`src/rtl/score_bitmap_writer_pkg.sv`:
```
// -----------------------------------------------------------------------------
// score_pkg
// Shared definitions for the score bitmap writer:
//   - string/glyph geometry constants (DIGITS, GLYPH_W, GLYPH_H, STRING_W,
//     GLYPH_SIZE) and the derived pixel count
//   - the saturation limit applied to the incoming binary score
//   - the render FSM state encoding
//   - helpers: double-dabble nibble adjust, font ROM address composition
// No ports (package).
// -----------------------------------------------------------------------------
package score_pkg;

  localparam int DIGITS     = 5;
  localparam int GLYPH_W    = 24;
  localparam int GLYPH_H    = 48;
  localparam int STRING_W   = 120;
  localparam int GLYPH_SIZE = 1152;
  localparam int PIXELS     = STRING_W * GLYPH_H;

  localparam int          SCORE_W   = 17;
  localparam int          BCD_W     = 20;
  localparam logic [16:0] SCORE_MAX = 17'd99999;

  typedef enum logic [2:0] {
    ST_IDLE    = 3'd0,
    ST_CONVERT = 3'd1,
    ST_DRAW    = 3'd2,
    ST_FLUSH   = 3'd3,
    ST_DONE    = 3'd4
  } state_e;

  // Add 3 to every BCD nibble that is 5 or more, ahead of the next shift.
  function automatic logic [19:0] dd_adjust(input logic [19:0] bcd);
    logic [19:0] res;
    res = bcd;
    for (int i = 0; i < 5; i++) begin
      if (bcd[i*4 +: 4] >= 4'd5) begin
        res[i*4 +: 4] = bcd[i*4 +: 4] + 4'd3;
      end else begin
        res[i*4 +: 4] = bcd[i*4 +: 4];
      end
    end
    return res;
  endfunction

  // Font ROM address: digit * GLYPH_SIZE + gy * GLYPH_W + gx.
  function automatic logic [13:0] glyph_addr(input logic [3:0] dv,
                                             input logic [5:0] gy,
                                             input logic [4:0] gx);
    return (14'(GLYPH_SIZE) * {10'd0, dv})
         + (14'(GLYPH_W) * {8'd0, gy})
         + {9'd0, gx};
  endfunction

endpackage

```
`src/rtl/score_bitmap_writer_bin2bcd_seq.sv`:
```
// -----------------------------------------------------------------------------
// bin2bcd_seq
// Sequential double-dabble converter, one input bit per cycle.
// The first bit is consumed in the same edge that accepts i_start (the BCD
// register is all-zero at that point, so no adjust is needed), the remaining
// 16 bits on the following 16 edges. o_done pulses for one cycle when o_bcd
// holds the final result, 17 cycles after the i_start cycle. o_bcd holds its
// value until the next start.
// Ports:
//   i_clk    clock
//   i_rst_n  synchronous active-low reset
//   i_start  load i_bin and begin conversion (ignored while busy)
//   i_bin    17-bit binary value (must be <= 99999 to fit five digits)
//   o_busy   conversion in progress
//   o_done   one-cycle pulse, result valid
//   o_bcd    five BCD digits, d4 in [19:16] .. d0 in [3:0]
// -----------------------------------------------------------------------------
module bin2bcd_seq
  import score_pkg::*;
(
  input  logic        i_clk,
  input  logic        i_rst_n,
  input  logic        i_start,
  input  logic [16:0] i_bin,
  output logic        o_busy,
  output logic        o_done,
  output logic [19:0] o_bcd
);

  logic [16:0] r_bin;
  logic [19:0] r_bcd;
  logic [4:0]  r_cnt;
  logic        r_busy;
  logic        r_done;
  logic [19:0] w_adj;

  assign w_adj = dd_adjust(r_bcd);

  // Conversion datapath: load + first shift on start, then adjust/shift.
  always_ff @(posedge i_clk) begin
    if (!i_rst_n) begin
      r_bin  <= 17'd0;
      r_bcd  <= 20'd0;
      r_cnt  <= 5'd0;
      r_busy <= 1'b0;
      r_done <= 1'b0;
    end else if (i_start && !r_busy) begin
      r_bcd  <= {19'd0, i_bin[16]};
      r_bin  <= {i_bin[15:0], 1'b0};
      r_cnt  <= 5'd16;
      r_busy <= 1'b1;
      r_done <= 1'b0;
    end else if (r_busy) begin
      r_bcd <= {w_adj[18:0], r_bin[16]};
      r_bin <= {r_bin[15:0], 1'b0};
      r_cnt <= r_cnt - 5'd1;
      if (r_cnt == 5'd1) begin
        r_busy <= 1'b0;
        r_done <= 1'b1;
      end else begin
        r_busy <= 1'b1;
        r_done <= 1'b0;
      end
    end else begin
      r_done <= 1'b0;
    end
  end

  assign o_busy = r_busy;
  assign o_done = r_done;
  assign o_bcd  = r_bcd;

endmodule

```
`src/rtl/score_bitmap_writer.sv`:
```
// -----------------------------------------------------------------------------
// score_bitmap_writer
// Renders a binary score into the 1-bit 120x48 score bitmap RAM. On a start
// request the (saturated) score is converted to five BCD digits, then every
// bitmap pixel is filled in raster order from the digit font ROM.
//
// Pipeline per pixel k: oFONT_ADDR carries pixel k after DRAW edge k; the
// registered ROM returns the bit one cycle later, in the same cycle in which
// oWR_EN/oWR_ADDR for pixel k are asserted, so oWR_DATA is the ROM bit gated
// by the write strobe.
//
// Optional feature macro: SCORE_LZ_BLANK_EN -- when defined, leading-zero
// digits (never d0) are written as 0 pixels; write count and timing unchanged.
//
// Ports:
//   iVGA_CLK    clock
//   iRST_n      synchronous active-low reset
//   iSCORE      binary score, sampled when a start is accepted
//   iSTART      render request, only looked at in IDLE
//   oBUSY       render in progress (cleared together with the oDONE pulse)
//   oDONE       one-cycle pulse after the last pixel write is presented
//   oFONT_ADDR  font ROM address (digit*1152 + gy*24 + gx)
//   iFONT_Q     font ROM pixel, 1-cycle read latency
//   oWR_EN      bitmap RAM write strobe
//   oWR_ADDR    bitmap RAM address (py*120 + px)
//   oWR_DATA    bitmap pixel
// -----------------------------------------------------------------------------
module score_bitmap_writer
  import score_pkg::*;
#(
  parameter int DIGITS   = score_pkg::DIGITS,
  parameter int GLYPH_W  = score_pkg::GLYPH_W,
  parameter int GLYPH_H  = score_pkg::GLYPH_H,
  parameter int STRING_W = score_pkg::STRING_W
) (
  input  logic        iVGA_CLK,
  input  logic        iRST_n,
  input  logic [16:0] iSCORE,
  input  logic        iSTART,
  output logic        oBUSY,
  output logic        oDONE,
  output logic [13:0] oFONT_ADDR,
  input  logic        iFONT_Q,
  output logic        oWR_EN,
  output logic [12:0] oWR_ADDR,
  output logic        oWR_DATA
);

  localparam logic [2:0] DIG_LAST = 3'(DIGITS - 1);
  localparam logic [4:0] GX_LAST  = 5'(GLYPH_W - 1);
  localparam logic [5:0] GY_LAST  = 6'(GLYPH_H - 1);

  if (STRING_W != DIGITS * GLYPH_W) begin : g_bad_geometry
    $error("score_bitmap_writer: STRING_W must equal DIGITS*GLYPH_W");
  end

  state_e      r_state;
  state_e      w_next;

  logic        w_start_acc;
  logic [16:0] w_score_sat;
  logic [19:0] w_bcd;
  logic        w_bcd_done;

  logic [2:0]  r_dig;
  logic [4:0]  r_gx;
  logic [5:0]  r_gy;
  logic        w_last_pix;
  logic [3:0]  w_dig_val;
  logic        w_dig_blank;

  logic [13:0] r_font_addr;
  logic        r_fa_valid;
  logic        r_fa_blank;
  logic        r_wr_en;
  logic [12:0] r_wr_addr;
  logic        r_wr_blank;
  logic        r_busy;
  logic        r_done;

  assign w_start_acc = (r_state == ST_IDLE) && iSTART;
  assign w_score_sat = (iSCORE > SCORE_MAX) ? SCORE_MAX : iSCORE;
  assign w_last_pix  = (r_dig == DIG_LAST) && (r_gx == GX_LAST) && (r_gy == GY_LAST);

  bin2bcd_seq u_bin2bcd (
    .i_clk   (iVGA_CLK),
    .i_rst_n (iRST_n),
    .i_start (w_start_acc),
    .i_bin   (w_score_sat),
    .o_busy  (),
    .o_done  (w_bcd_done),
    .o_bcd   (w_bcd)
  );

  // Render FSM state register.
  always_ff @(posedge iVGA_CLK) begin
    if (!iRST_n) begin
      r_state <= ST_IDLE;
    end else begin
      r_state <= w_next;
    end
  end

  // Render FSM next-state logic.
  always_comb begin
    w_next = r_state;
    case (r_state)
      ST_IDLE: begin
        if (iSTART) begin
          w_next = ST_CONVERT;
        end else begin
          w_next = ST_IDLE;
        end
      end
      ST_CONVERT: begin
        if (w_bcd_done) begin
          w_next = ST_DRAW;
        end else begin
          w_next = ST_CONVERT;
        end
      end
      ST_DRAW: begin
        if (w_last_pix) begin
          w_next = ST_FLUSH;
        end else begin
          w_next = ST_DRAW;
        end
      end
      ST_FLUSH: w_next = ST_DONE;
      ST_DONE:  w_next = ST_IDLE;
      default:  w_next = ST_IDLE;
    endcase
  end

  // Digit under the scan; string position 0 is the most significant digit.
  always_comb begin
    w_dig_val = 4'd0;
    case (r_dig)
      3'd0:    w_dig_val = w_bcd[19:16];
      3'd1:    w_dig_val = w_bcd[15:12];
      3'd2:    w_dig_val = w_bcd[11:8];
      3'd3:    w_dig_val = w_bcd[7:4];
      3'd4:    w_dig_val = w_bcd[3:0];
      default: w_dig_val = 4'd0;
    endcase
  end

`ifdef SCORE_LZ_BLANK_EN
  logic [3:0] w_lz;

  // w_lz[i]: string positions 0..i are all zero digits. d0 is never blanked.
  always_comb begin
    w_lz[0] = (w_bcd[19:16] == 4'd0);
    w_lz[1] = w_lz[0] && (w_bcd[15:12] == 4'd0);
    w_lz[2] = w_lz[1] && (w_bcd[11:8] == 4'd0);
    w_lz[3] = w_lz[2] && (w_bcd[7:4] == 4'd0);
    w_dig_blank = 1'b0;
    case (r_dig)
      3'd0:    w_dig_blank = w_lz[0];
      3'd1:    w_dig_blank = w_lz[1];
      3'd2:    w_dig_blank = w_lz[2];
      3'd3:    w_dig_blank = w_lz[3];
      default: w_dig_blank = 1'b0;
    endcase
  end
`else
  assign w_dig_blank = 1'b0;
`endif

  // Raster scan counters: gx fastest, then digit, then row. Cleared outside DRAW.
  always_ff @(posedge iVGA_CLK) begin
    if (!iRST_n) begin
      r_dig <= 3'd0;
      r_gx  <= 5'd0;
      r_gy  <= 6'd0;
    end else if (r_state == ST_DRAW) begin
      if (r_gx == GX_LAST) begin
        r_gx <= 5'd0;
        if (r_dig == DIG_LAST) begin
          r_dig <= 3'd0;
          r_gy  <= r_gy + 6'd1;
        end else begin
          r_dig <= r_dig + 3'd1;
        end
      end else begin
        r_gx <= r_gx + 5'd1;
      end
    end else begin
      r_dig <= 3'd0;
      r_gx  <= 5'd0;
      r_gy  <= 6'd0;
    end
  end

  // Font address stage: one address per DRAW cycle, blank flag travels along.
  always_ff @(posedge iVGA_CLK) begin
    if (!iRST_n) begin
      r_font_addr <= 14'd0;
      r_fa_valid  <= 1'b0;
      r_fa_blank  <= 1'b0;
    end else if (r_state == ST_DRAW) begin
      r_font_addr <= glyph_addr(w_dig_val, r_gy, r_gx);
      r_fa_valid  <= 1'b1;
      r_fa_blank  <= w_dig_blank;
    end else begin
      r_font_addr <= r_font_addr;
      r_fa_valid  <= 1'b0;
      r_fa_blank  <= 1'b0;
    end
  end

  // Write stage, aligned with ROM data; address restarts at 0 for each render.
  always_ff @(posedge iVGA_CLK) begin
    if (!iRST_n) begin
      r_wr_en    <= 1'b0;
      r_wr_addr  <= 13'd0;
      r_wr_blank <= 1'b0;
    end else begin
      r_wr_en    <= r_fa_valid;
      r_wr_blank <= r_fa_blank;
      if (r_fa_valid) begin
        r_wr_addr <= r_wr_en ? (r_wr_addr + 13'd1) : 13'd0;
      end else begin
        r_wr_addr <= 13'd0;
      end
    end
  end

  // Status flags: busy tracks the active states, done marks the FLUSH->DONE step.
  always_ff @(posedge iVGA_CLK) begin
    if (!iRST_n) begin
      r_busy <= 1'b0;
      r_done <= 1'b0;
    end else begin
      r_busy <= (w_next == ST_CONVERT) || (w_next == ST_DRAW) || (w_next == ST_FLUSH);
      r_done <= (r_state == ST_FLUSH);
    end
  end

  assign oBUSY      = r_busy;
  assign oDONE      = r_done;
  assign oFONT_ADDR = r_font_addr;
  assign oWR_EN     = r_wr_en;
  assign oWR_ADDR   = r_wr_addr;
  assign oWR_DATA   = r_wr_en & ~r_wr_blank & iFONT_Q;

endmodule

```
`config.mk`:
```
export PLATFORM = sky130hd
export DESIGN_NAME = score_bitmap_writer
export DESIGN_NICKNAME = d
export VERILOG_FILES = /design/src/rtl/score_bitmap_writer_pkg.sv /design/src/rtl/score_bitmap_writer_bin2bcd_seq.sv /design/src/rtl/score_bitmap_writer.sv
export SDC_FILE = /design/constraint.sdc
export NUM_CORES = 1
export LEC_CHECK = 0
export ABC_AREA = 1
export CAP_MARGIN = 20
export CELL_PAD_IN_SITES_DETAIL_PLACEMENT = 0
export CELL_PAD_IN_SITES_GLOBAL_PLACEMENT = 1
export CORE_MARGIN = 1.5
export CORE_UTILIZATION = 40
export CTS_BUF_LIST = sky130_fd_sc_hd__clkbuf_8
export CTS_CLUSTER_SIZE = 28
export DETAILED_ROUTE_END_ITERATION = 8
export PLACE_DENSITY = 0.74
export SYNTH_ARGS = -nofsm -noshare
export SYNTH_HDL_FRONTEND = slang
export SYNTH_SLANG_ARGS = --single-unit
```
`constraint.sdc`:
```
create_clock -name iVGA_CLK -period 3.7 [get_ports iVGA_CLK]
set_clock_uncertainty 0.2 [all_clocks]
set_input_delay 0.74 -clock iVGA_CLK [delete_from_list [all_inputs] [get_ports iVGA_CLK]]
set_output_delay 0.74 -clock iVGA_CLK [all_outputs]
set_load 0.05 [all_outputs]
```
== Word-level counts from Yosys, hierarchy flattened ==
Cells that the tools add are included.
Word-level totals
  register bits after elaboration: 91
  logic and storage cells: 93
  output and inout bits: 31
  input port bits: 21
Operators by class
  multiply operators: 2
  $add $sub $neg: 12
  bitwise operators: 4
  equality and inequality tests: 13
  magnitude comparators: 6
  mux-type cells: 23
  reductions and logical operators: 16
Operators with widths (number)
  2-to-1 mux 17 bit: 3
  >= comparator 4 x 3 -> 1 bit, second input constant: 5
  one-hot mux 4 bit (5 select lines): 1
  == test 3 x 2 -> 1 bit, second input constant: 6
  greater-than comparator 17 bit, second input constant: 1
  adder 4 x 2 -> 4 bit, second input constant: 4
  2-to-1 mux 4 bit: 4
  adder 14 x 11 -> 14 bit: 1
  adder 14 x 5 -> 14 bit: 1
  adder 13 x 1 -> 13 bit, second input constant: 1
  one-hot mux 3 bit (4 select lines): 1
  2-to-1 mux 5 bit: 2
  == test 3 x 1 -> 1 bit, second input constant: 3
  2-to-1 mux 1 bit: 9
  multiplier 2 x 6 -> 8 bit, first input constant: 1
  multiplier 4 x 4 -> 7 bit, first input constant: 1
  adder 6 x 1 -> 6 bit, second input constant: 1
  == test 6 bit, second input constant: 1
  zero test 3 bit: 2
  2-to-1 mux 3 bit: 2
  OR reduction 3 bit: 2
  adder 5 x 1 -> 5 bit, second input constant: 1
  == test 5 x 1 -> 1 bit, second input constant: 1
  == test 5 bit, second input constant: 1
  other kinds (14): 21

== Depth between registers and ports, before layout ==
  depth after elaboration: 8
  depth in mapped cells: 20
  mapped depth without buffers: 20

== Modules after synthesis ==
Synthesis repeated with hierarchy kept, for this count alone.
Second synthesis, totals
  cell total of the unflattened synthesis: 757
  area, all modules: 5228.8 µm²
By module, submodules not included
  score_bitmap_writer: cells each 398, seq. area each 960.9 µm², instances 1, area each 2886.5 µm²
  bin2bcd_seq: cells each 359, seq. area each 860.8 µm², instances 1, area each 2342.2 µm²

== Worst setup path before layout ==
OpenSTA, ideal clock, no wires.
  kind: register to register
  start: reg r_dig[0]
  end: reg r_font_addr[13] (netlist: oFONT_ADDR[13])
  stages on the path, launching flop included: 20
  arrival: 2.377 ns
  clock period less this slack: 2.686 ns
  slack: 1.014 ns
  data required time: 3.391 ns
  setup time: 0.109 ns
  buffers on the path: 0
  cells stage by stage: dfxtp_1 inv_1 ha_1 nand2_1 inv_1 a21oi_1 o221ai_1 ha_1 ha_1 nand2_1 inv_1 nand2_1 nand2_1 nand2_1 nand2_1 inv_1 nand2_1 nand3_1 nand2_1 inv_1
On the way
  cells in the longest elaborated chain, start to end: 5
  elaborated cells on any way between the ends: 9
  those cells by class: add/sub (2); mul (1); eq/ne (4); mux (1); reduce/logical (1)
RTL lines
  start: declaration: RTL line score_bitmap_writer.sv:65  | logic [2:0] r_dig;
  start signal: assignment: RTL line score_bitmap_writer.sv:183  | r_dig <= r_dig + 3'd1;
  == test 3 bit (tied with other cells): RTL line score_bitmap_writer.sv:138  | case (r_dig)
  one-hot mux 4 bit (5 select lines) (*): RTL line score_bitmap_writer.sv:138
  multiplier 4 x 4 -> 7 bit (*): RTL line score_bitmap_writer_pkg.sv:50  | return (14'(GLYPH_SIZE) * {10'd0, dv})
  adder 14 x 11 -> 14 bit (*): RTL line score_bitmap_writer_pkg.sv:51  | + (14'(GLYPH_W) * {8'd0, gy})
  adder 14 x 5 -> 14 bit (*): RTL line score_bitmap_writer_pkg.sv:52  | + {9'd0, gx};
  end signal: assignment: RTL line score_bitmap_writer.sv:202  | r_font_addr <= glyph_addr(w_dig_val, r_gy, r_gx);
  end signal: assignment: RTL line score_bitmap_writer.sv:206  | r_font_addr <= r_font_addr;
  end: declaration: RTL line score_bitmap_writer.sv:72  | logic [13:0] r_font_addr;
Mark *: on every way between the ends. The rest lies on a longest branch, timed or not.
A chain may end at the register's enable or synchronous reset.

== Worst setup path in the final report ==
Same ends and word-level chain as after synthesis.

==> reports/metrics.cfg <==
[outcome]
status = completed

[clocking]
cts-buffers-inserted = 9
cts_hold_buf = 0
cts_max_path_buffers = 2
htreeDepth = 3
clkTransAtPathRegs_ps = 90
cts_root_buf = clkbuf_8
postCtsSetupBuffers = 0
cts_tree = yes
cts.sinks = 91
cts-resized-gates = 0
clk_latency_ps = 370

[logic_synthesis]
yosysWarnings = 0
avgSynthCellArea_sq_um = 7.196
synth-seq-area-share_pct = 36.80
synth_nets = 746
synth_cell_types = 40
synth_area_sq_mm = 0.004951
postSynthCellCount = 688
ys_ff_latch = 91

[job]
maxCapViolCount = 0

[placement]
port_buffers = 51
gp_congestion = 0.8527
placed_area_sq_mm = 0.005632
hpwlAfterDp_um = 7947

[worst_setup_path]
crit_arrival_ps = 3120
crit_family = adder cells
crit_chain = inv_1 > ha_1 > nand2_1 > inv_1 > a21oi_1 > o221ai_1 > ha_1 > ha_1 > nand2_1 > inv_1 > nand2_1 > nand2_1 > nand2_1 > nand2_1 > inv_1 > nand2_1 > nand3_1 > nand2_1 > inv_1
cp_common_cell = nand2_1
startpoint = r_dig[0]
cp.required_ps = 3770
critPathCaptureType = flop
slowest_stage = ha_1
critPathLaunchType = flop
r2r-start = r_dig[0]
slowest_delay_ps = 370
crit_path_max_fanout = 6
crit_buf_inv = 5
crit_type = flop to flop

[pwr]
leakagePower_nw = 2.564
p_per_area_mw_per_mm2 = 319.8
ir_drop_mv = 0.1576

[finish]
final_core_util_pct = 48.22
syn2layout_area_growth_pct = 17.46
stdcell_area_sq_mm = 0.005816
layout_commonest_cell = inv_1
drive_gt1_share_pct = 6.057
final_cell_mix = inv_1, nand2_1, dfxtp_1
nets = 796
antenna_cells = 0

[die]
die-area_sq_mm = 0.01305
core_sq_mm = 0.01206
num_rows = 40
start_util_pct = 41.05
die_w_um = 114.3
io_pins = 52
die_y_um = 114.3

[route]
vias_per_cell = 4.705
drc = 0
vias = 4286
wirelength_um = 10560
firstDrtPassIters = 4
ant_nets = 0
drtIter0Drc = 136
wire_per_inst_um = 11.59

[timing]
worst_slew_pin_slew_ps = 529.5
finalSetupTns_ps = 0
slew_viol_final = 0
final_hold_viol_count = 0
max_freq_ghz = 0.3277
rsz0062_at_grt = false
finalSetupViolations = 0
relSlewSlack_pct = 64.59
fin_crit_ps = 3051
min_period_over_period_pct = 82.46

[grt]
antenna_found_initial = 0
grt_pass1_vias = 4026
grt_usage_pct = 17.60
grt_overflow = 0
grt_pass1_wl_um = 18410
grt_max_degree = 28

[min_path]
holdCritStartpoint = oWR_ADDR[0]
hold_class = flop to flop

-- final cells by class --
class	instances	area, sq um
Clock inverter	6	46.29
Timing Repair Buffer	56	548.0
Inverter	132	495.5
Multi-Input combinational cell	448	2556
Fill cell	1235	6246
Tap cell	168	210.2
Sequential cell	91	1822
Clock buffer	10	137.6
-- worst paths after layout --
kind              depth (start not counted)        endpoint  slack, ps
setup reg to reg                         19  oFONT_ADDR[13]        650
setup / recovery                         19  oFONT_ADDR[13]        650
hold reg to reg                           1     oWR_ADDR[0]        270
hold / removal                            1     oWR_ADDR[0]        270
-- Yosys cell counts --
master / n / share of area (%)
inv_1: 128 / 9.7
nand2_1: 114 / 8.6
dfxtp_1: 91 / 37
a21oi_1: 57 / 5.8
o21ai_0: 54 / 5.5
nand3_1: 53 / 5.4
nor2_1: 46 / 3.5
ha_1: 35 / 8.8
xor2_1: 18 / 3.2
o22ai_1: 13 / 1.6
clkbuf_1: 10 / 0.76
nor3_1: 6 / 0.61
buf_2: 5 / 0.51
o21ai_1: 5 / 0.51
inv_2: 4 / 0.30
nor2_2: 4 / 0.51
o21bai_1: 4 / 0.61
or2_2: 4 / 0.51
xnor2_1: 4 / 0.71
nand2_2: 3 / 0.38
nor4_1: 3 / 0.38
o21a_1: 3 / 0.45
buf_4: 2 / 0.30
fa_1: 2 / 0.81
nand3_2: 2 / 0.40
nand4_1: 2 / 0.25
nor3_4: 2 / 0.66
nor3b_1: 2 / 0.30
a21o_1: 1 / 0.15
a21oi_2: 1 / 0.18
a22oi_1: 1 / 0.15
a311o_1: 1 / 0.20
a31oi_1: 1 / 0.13
and3_1: 1 / 0.13
nand2_4: 1 / 0.23
nand3b_1: 1 / 0.15
nor2_4: 1 / 0.23
nor3_2: 1 / 0.20
o221ai_1: 1 / 0.18
o22ai_2: 1 / 0.25
-- through the flow --
step | total power, W | hold WS (ps) | setup slack, ps | cells
floorplan | 0.001174 | 208.1 | 1014 | 688
detailed placement | 0.001234 | 252.2 | 644.4 | 895
global placement | 0.001231 | 242.5 | 688.8 | 895
CTS | 0.001889 | 270.8 | 634.1 | 911
global route | 0.001970 | 294.2 | 334.3 | 911
finish | 0.001860 | 269.6 | 648.8 | 911
-- kinds of logic (layout without fill, tap and decap cells) --
logic type | after synthesis | count (layout) | synth area share (%)
simple gates | 246 | 246 | 22.42
buf+inv | 149 | 204 | 11.57
compound gates | 143 | 143 | 15.67
flops | 91 | 91 | 36.80
fa+ha+maj | 37 | 37 | 9.654
xor+xnor | 22 | 22 | 3.892
-- per-layer routing --
metal	track usage (%)	vias to the layer above	part of all wire [%]
li1	-	2304	-
met1	22.17	1920	49
met2	30.32	51	46
met3	2.912	11	2.5
met4	6.500	0	1.6
met5	0	-	0
-- flip-flops by register name, indices dropped and copies added, names as in the netlist --
name and cells:
r_fa_valid 1, oWR_ADDR 13, u_bin2bcd.o_bcd 20, u_bin2bcd.o_done 1, oBUSY 1, oFONT_ADDR 14, u_bin2bcd.o_busy 1, oDONE 1
oWR_EN 1, u_bin2bcd.r_cnt 5, r_dig 3, u_bin2bcd.r_bin 16, r_gx 5, r_state 3, r_gy 6
-- power breakdown --
part           internal, W  total [W]  switching, W
Combinational    0.0000735   0.000187      0.000114
Clock             0.000269   0.000649      0.000380
Sequential         0.00101    0.00102     0.0000166
No activity file was read; power rests on OpenSTA's default activity.
==> RTL edit 1, RTL diff (same flow settings) <==
Put one more register stage on the output `oWR_ADDR`. The value now appears one clock later. The other outputs are not delayed to match.
--- a/src/rtl/score_bitmap_writer.sv
+++ b/src/rtl/score_bitmap_writer.sv
@@ -241,7 +241,9 @@
   assign oDONE      = r_done;
   assign oFONT_ADDR = r_font_addr;
   assign oWR_EN     = r_wr_en;
-  assign oWR_ADDR   = r_wr_addr;
+  always_ff @(posedge iVGA_CLK) begin
+    oWR_ADDR <= r_wr_addr;
+  end
   assign oWR_DATA   = r_wr_en & ~r_wr_blank & iFONT_Q;
 
 endmodule
Check against the original RTL: no difference found for any inputs over 10 cycles, from zero or initial values and one cycle with iRST_n low; that may be too few to reach the edited logic, so the function may still have changed.
==> RTL edit 1 against the unedited design <==
  * Sequential share of layout area increased by 2.8 points
  * Power rose by 9.5%
  * Setup slack lost 0.19 ns
  * Sequential cell count grew 13
  * Hold slack worse by 0.11 ns
  * Cell area up 4.9%
  * Critical endpoint unchanged
  * First-iteration DRC count rose by 93%
  * Highest routed layer unchanged
  * Area after synthesis is 6.2% higher
  * Final cell count rose by 1.1%
  * Wire length up 6.8%
==> RTL edit 1: results <==
{
  "status": "complete, no violations",
  "cp.arrival_ns": 3.34,
  "r2r_cells": 17,
  "power.leakage_nw": 2.62,
  "synth.distinct_cells": 43,
  "slew_headroom_pct": 51.1,
  "clk_pin_slew_ns": 0.11,
  "worst_skew_pair.late_latency_ns": 0.39,
  "hold_depth": 0,
  "layout.nets": 802,
  "syn_nets": 754,
  "first_iter_violations": 263,
  "drt-wirelength-per-cell_um": 12.2,
  "fmax_mhz": 309,
  "dp_hpwl_mm": 8.21,
  "gp_congestion": 0.767,
  "synthTopCellsByArea": "dfxtp_1 (40%), inv_1 (8.7%), ha_1 (8.3%), nand2_1 (7.6%), a21oi_1 (5.5%)",
  "viasPerCell": 4.81,
  "drive_above_1_share_pct": 5.61,
  "pre_cts_ws_ns": 0.432,
  "dpl-instance-area_sq_um": 5920,
  "p_switching_mw": 0.561,
  "min_from": "r_wr_addr[12]",
  "num-fill-cells": 1313,
  "grt_max_degree": 43,
  "r2r_slack_ns": 0.46
}
## RTL edit 1: cell count changes after synthesis, moves of 4 or more
cell	change
inv_1	-6
nand4_1	+6
nand2_1	-7
nor2_1	+7
nand3_1	-9
dfxtp_1	+13
or2_2	-4
## RTL edit 1: stage by stage
| step | hold slack, ns | total power, mW | utilization (%) | instances |
|---|---|---|---|---|
| floorplan | 0.131 | 1.32 | - | 696 |
| finish | 0.159 | 2.04 | 47.9 | 921 |
| global route | 0.170 | 2.14 | 47.9 | 921 |
| global placement | 0.140 | 1.37 | 46.5 | 905 |
| CTS | 0.162 | 2.07 | 47.9 | 921 |
| detailed placement | 0.142 | 1.38 | 46.5 | 905 |
## RTL edit 1: power groups by stage
stage	clock, mW	sequential (mW)	combinational (mW)
finish	0.688	1.16	0.189
global route	0.764	1.16	0.216
CTS	0.721	1.16	0.191
detailed placement	0	1.18	0.190
global placement	0	1.18	0.188
floorplan	0	1.19	0.131
## RTL edit 1: worst max-delay path by stage
stage	endpoint	slack (ns)	depth (start not counted)
finish	oFONT_ADDR[13]	0.46	17
CTS	oFONT_ADDR[13]	0.41	17
detailed placement	oFONT_ADDR[13]	0.43	17
floorplan	oFONT_ADDR[13]	0.81	17
global route	oFONT_ADDR[13]	0.11	17
global placement	oFONT_ADDR[13]	0.57	17
## RTL edit 1: cells by family (layout without fill, tap and decap cells)
kind of cell / Yosys count / count (layout) / synth area share, %
buffers and inverters: 146 / 199 / 10.9
DFF: 104 / 104 / 39.6
AOI/OAI and AO/OA: 146 / 146 / 15.0
and+or+nand+nor: 243 / 243 / 22.0
xor gates and xnor gates: 20 / 20 / 3.33
adders and majority gates: 37 / 37 / 9.09
## RTL edit 1: cell type report
| type | count | area share [%] |
|---|---|---|
| clock buffer | 9 | 2.03 |
| inverter | 129 | 7.94 |
| timing repair buffer | 54 | 8.74 |
| multi-input combinational | 446 | 42.7 |
| tap | 172 | 3.53 |
| clock inverter | 7 | 0.964 |
| sequential | 104 | 34.1 |
## RTL edit 1: critical path, cell delays in order, from the launching register on
cell	delay (ns)
dfxtp_1	0.41
inv_1	0.08
ha_1	0.27
nand2_1	0.29
o21ai_0	0.12
a31oi_1	0.16
o221ai_1	0.19
ha_1	0.34
ha_1	0.37
nand2_1	0.09
nor2_1	0.11
nand3_1	0.11
nand2_1	0.12
nand2_1	0.05
nand2_1	0.06
nand3_1	0.07
nand2_1	0.08
inv_1	0.03
## RTL edit 1: routing by layer
layer / global-route usage, % / wire length (um) / up-vias
met4: 4.34 / 121 / 0
met5: 0 / 0 / -
met3: 4.60 / 315 / 13
met2: 28.8 / 5290 / 43
li1: - / - / 2336
met1: 21.4 / 5560 / 2036
==> RTL edit 2, RTL diff (same flow settings) <==
Made on the original files. `SCORE_MAX`: 17'd99999 -> 17'd65536.
--- a/src/rtl/score_bitmap_writer_pkg.sv
+++ b/src/rtl/score_bitmap_writer_pkg.sv
@@ -19,7 +19,7 @@
 
   localparam int          SCORE_W   = 17;
   localparam int          BCD_W     = 20;
-  localparam logic [16:0] SCORE_MAX = 17'd99999;
+  localparam logic [16:0] SCORE_MAX = 17'd65536;
 
   typedef enum logic [2:0] {
     ST_IDLE    = 3'd0,
Check against the original RTL: no difference found for any inputs over 10 cycles, from zero or initial values and one cycle with iRST_n low; that may be too few to reach the edited logic, so the function may still have changed.
==> RTL edit 2 against the unedited design <==
  * Area after synthesis up 0.20%
  * Via count up 3.5%
  * Wire length rose by 5.7%
  * Utilization up 0.10 points
  * Setup slack worse by 0.088 ns
  * Sequential cell count is the same
  * Cell area grew 0.22%
  * Power up 2.3%
  * Largest cell class unchanged
==> RTL edit 2: results <==
{
  "status": "complete, no violations",
  "dp_hpwl_mm": 8.28,
  "cp.arrival_ns": 3.22,
  "layout.nets": 790,
  "buf_share_pct": 9.40,
  "ys.warnings.count": 0,
  "worst_skew_pair.late_latency_ns": 0.37,
  "port_buffers": 51,
  "ys_seq_area_share_pct": 36.7,
  "grt_max_degree": 29,
  "grt_antenna_before_repair": 0,
  "dr.pass1.iters": 4,
  "cts.repair.resized": 0,
  "regArea_sq_um": 1820,
  "dpl-instance-area_sq_um": 5630,
  "syn_nets": 741,
  "wirelength_mm": 11.2,
  "grt_pass1_vias": 4118,
  "synth_xor_area_share_pct": 3.35,
  "async_reset_ff_share_pct": 0,
  "p_clk_mw": 0.707,
  "synthMuxAreaShare_pct": 0,
  "top_layer_used": "met4",
  "synthTopCellsByArea": "dfxtp_1 (37%), inv_1 (8.6%), ha_1 (8.6%), nand2_1 (7.6%), a21oi_1 (5.6%)",
  "gp_congestion": 0.904,
  "diodes": 0,
  "swShare_pct": 24.5,
  "power.leakage_nw": 2.44,
  "first_iter_violations": 219,
  "cts_root_buf": "clkbuf_8",
  "gr-usage-all-layers_pct": 18.0,
  "clk_pin_slew_ns": 0.09,
  "ys_ff_latch": 91,
  "synthTopCellsByCount": "inv_1 (114), nand2_1 (101), dfxtp_1 (91)",
  "num-nonclk-inverters": 123,
  "multi_input_gates": 452,
  "synthAdderAreaFrac_pct": 9.38,
  "route.layer.met1.wl_mm": 5.48,
  "drive_above_1_share_pct": 5.84,
  "pg_comb_mw": 0.179,
  "vias": 4435,
  "htree_levels": 3,
  "slew_headroom_pct": 63.9,
  "irDropWorstVdd_v": 0.000201,
  "grt_pass1_wl_mm": 18.8,
  "pre_cts_ws_ns": 0.555,
  "clock_area_share_pct": 3.37,
  "synth.distinct_cells": 42,
  "wl_met3_um": 390,
  "dr_wl_met2_mm": 5.13,
  "num-fill-cells": 1224,
  "multi_input_area_sq_um": 2590,
  "tns_ns": 0,
  "synth_compound_area_share_pct": 15.3
}
RTL edit 2: cell types whose count changed after synthesis, sizes merged, moves of 3 or more:
cell / before / now
a31oi: 1 / 6
buf: 7 / 10
inv: 132 / 122
nand2: 118 / 106
nor2: 51 / 67
o21ai: 59 / 48
RTL edit 2: path summary, 6_finish.rpt:
kind | from | endpoint | slack, ns | depth (start not counted)
max | r_dig[0] | oFONT_ADDR[13] | 0.56 | 17
min | r_fa_valid | oWR_EN | 0.25 | 2
max reg2reg | r_dig[0] | oFONT_ADDR[13] | 0.56 | 17
min reg2reg | r_fa_valid | oWR_EN | 0.25 | 2
RTL edit 2: worst max-delay path, cell delays in order, from the launching register on:
cell and delay [ns]:
dfxtp_1 0.36, inv_1 0.10, ha_1 0.28, nand2_2 0.18
inv_1 0.10, a221oi_1 0.25, o21ai_0 0.20, ha_1 0.34
ha_1 0.36, a21oi_1 0.13, and2_1 0.13, nand2_1 0.07
nand2_1 0.08, inv_1 0.04, nand2_1 0.05, nand3_1 0.06
nand2_1 0.06, inv_1 0.03
RTL edit 2: layer usage:
metal	track usage [%]	up-vias
li1	-	2325
met1	22.8	2031
met2	30.2	65
met3	4.29	14
met4	6.00	0
met5	0	-
RTL edit 2: cell families after synthesis:
group	count (synthesis)
AO/OA/AOI/OAI	139
XOR/XNOR	19
adder cells (fa/ha/maj)	36
buffers and inverters	141
flip-flops	91
AND/OR/NAND/NOR	258
RTL edit 2: through the flow:
step	util, %	instances	hold slack (ns)
final	48.3	904	0.251
after global routing	48.3	904	0.274
after global placement	46.7	890	0.244
after floorplan	-	684	0.209
after CTS	48.3	904	0.258
after detailed placement	46.7	890	0.246
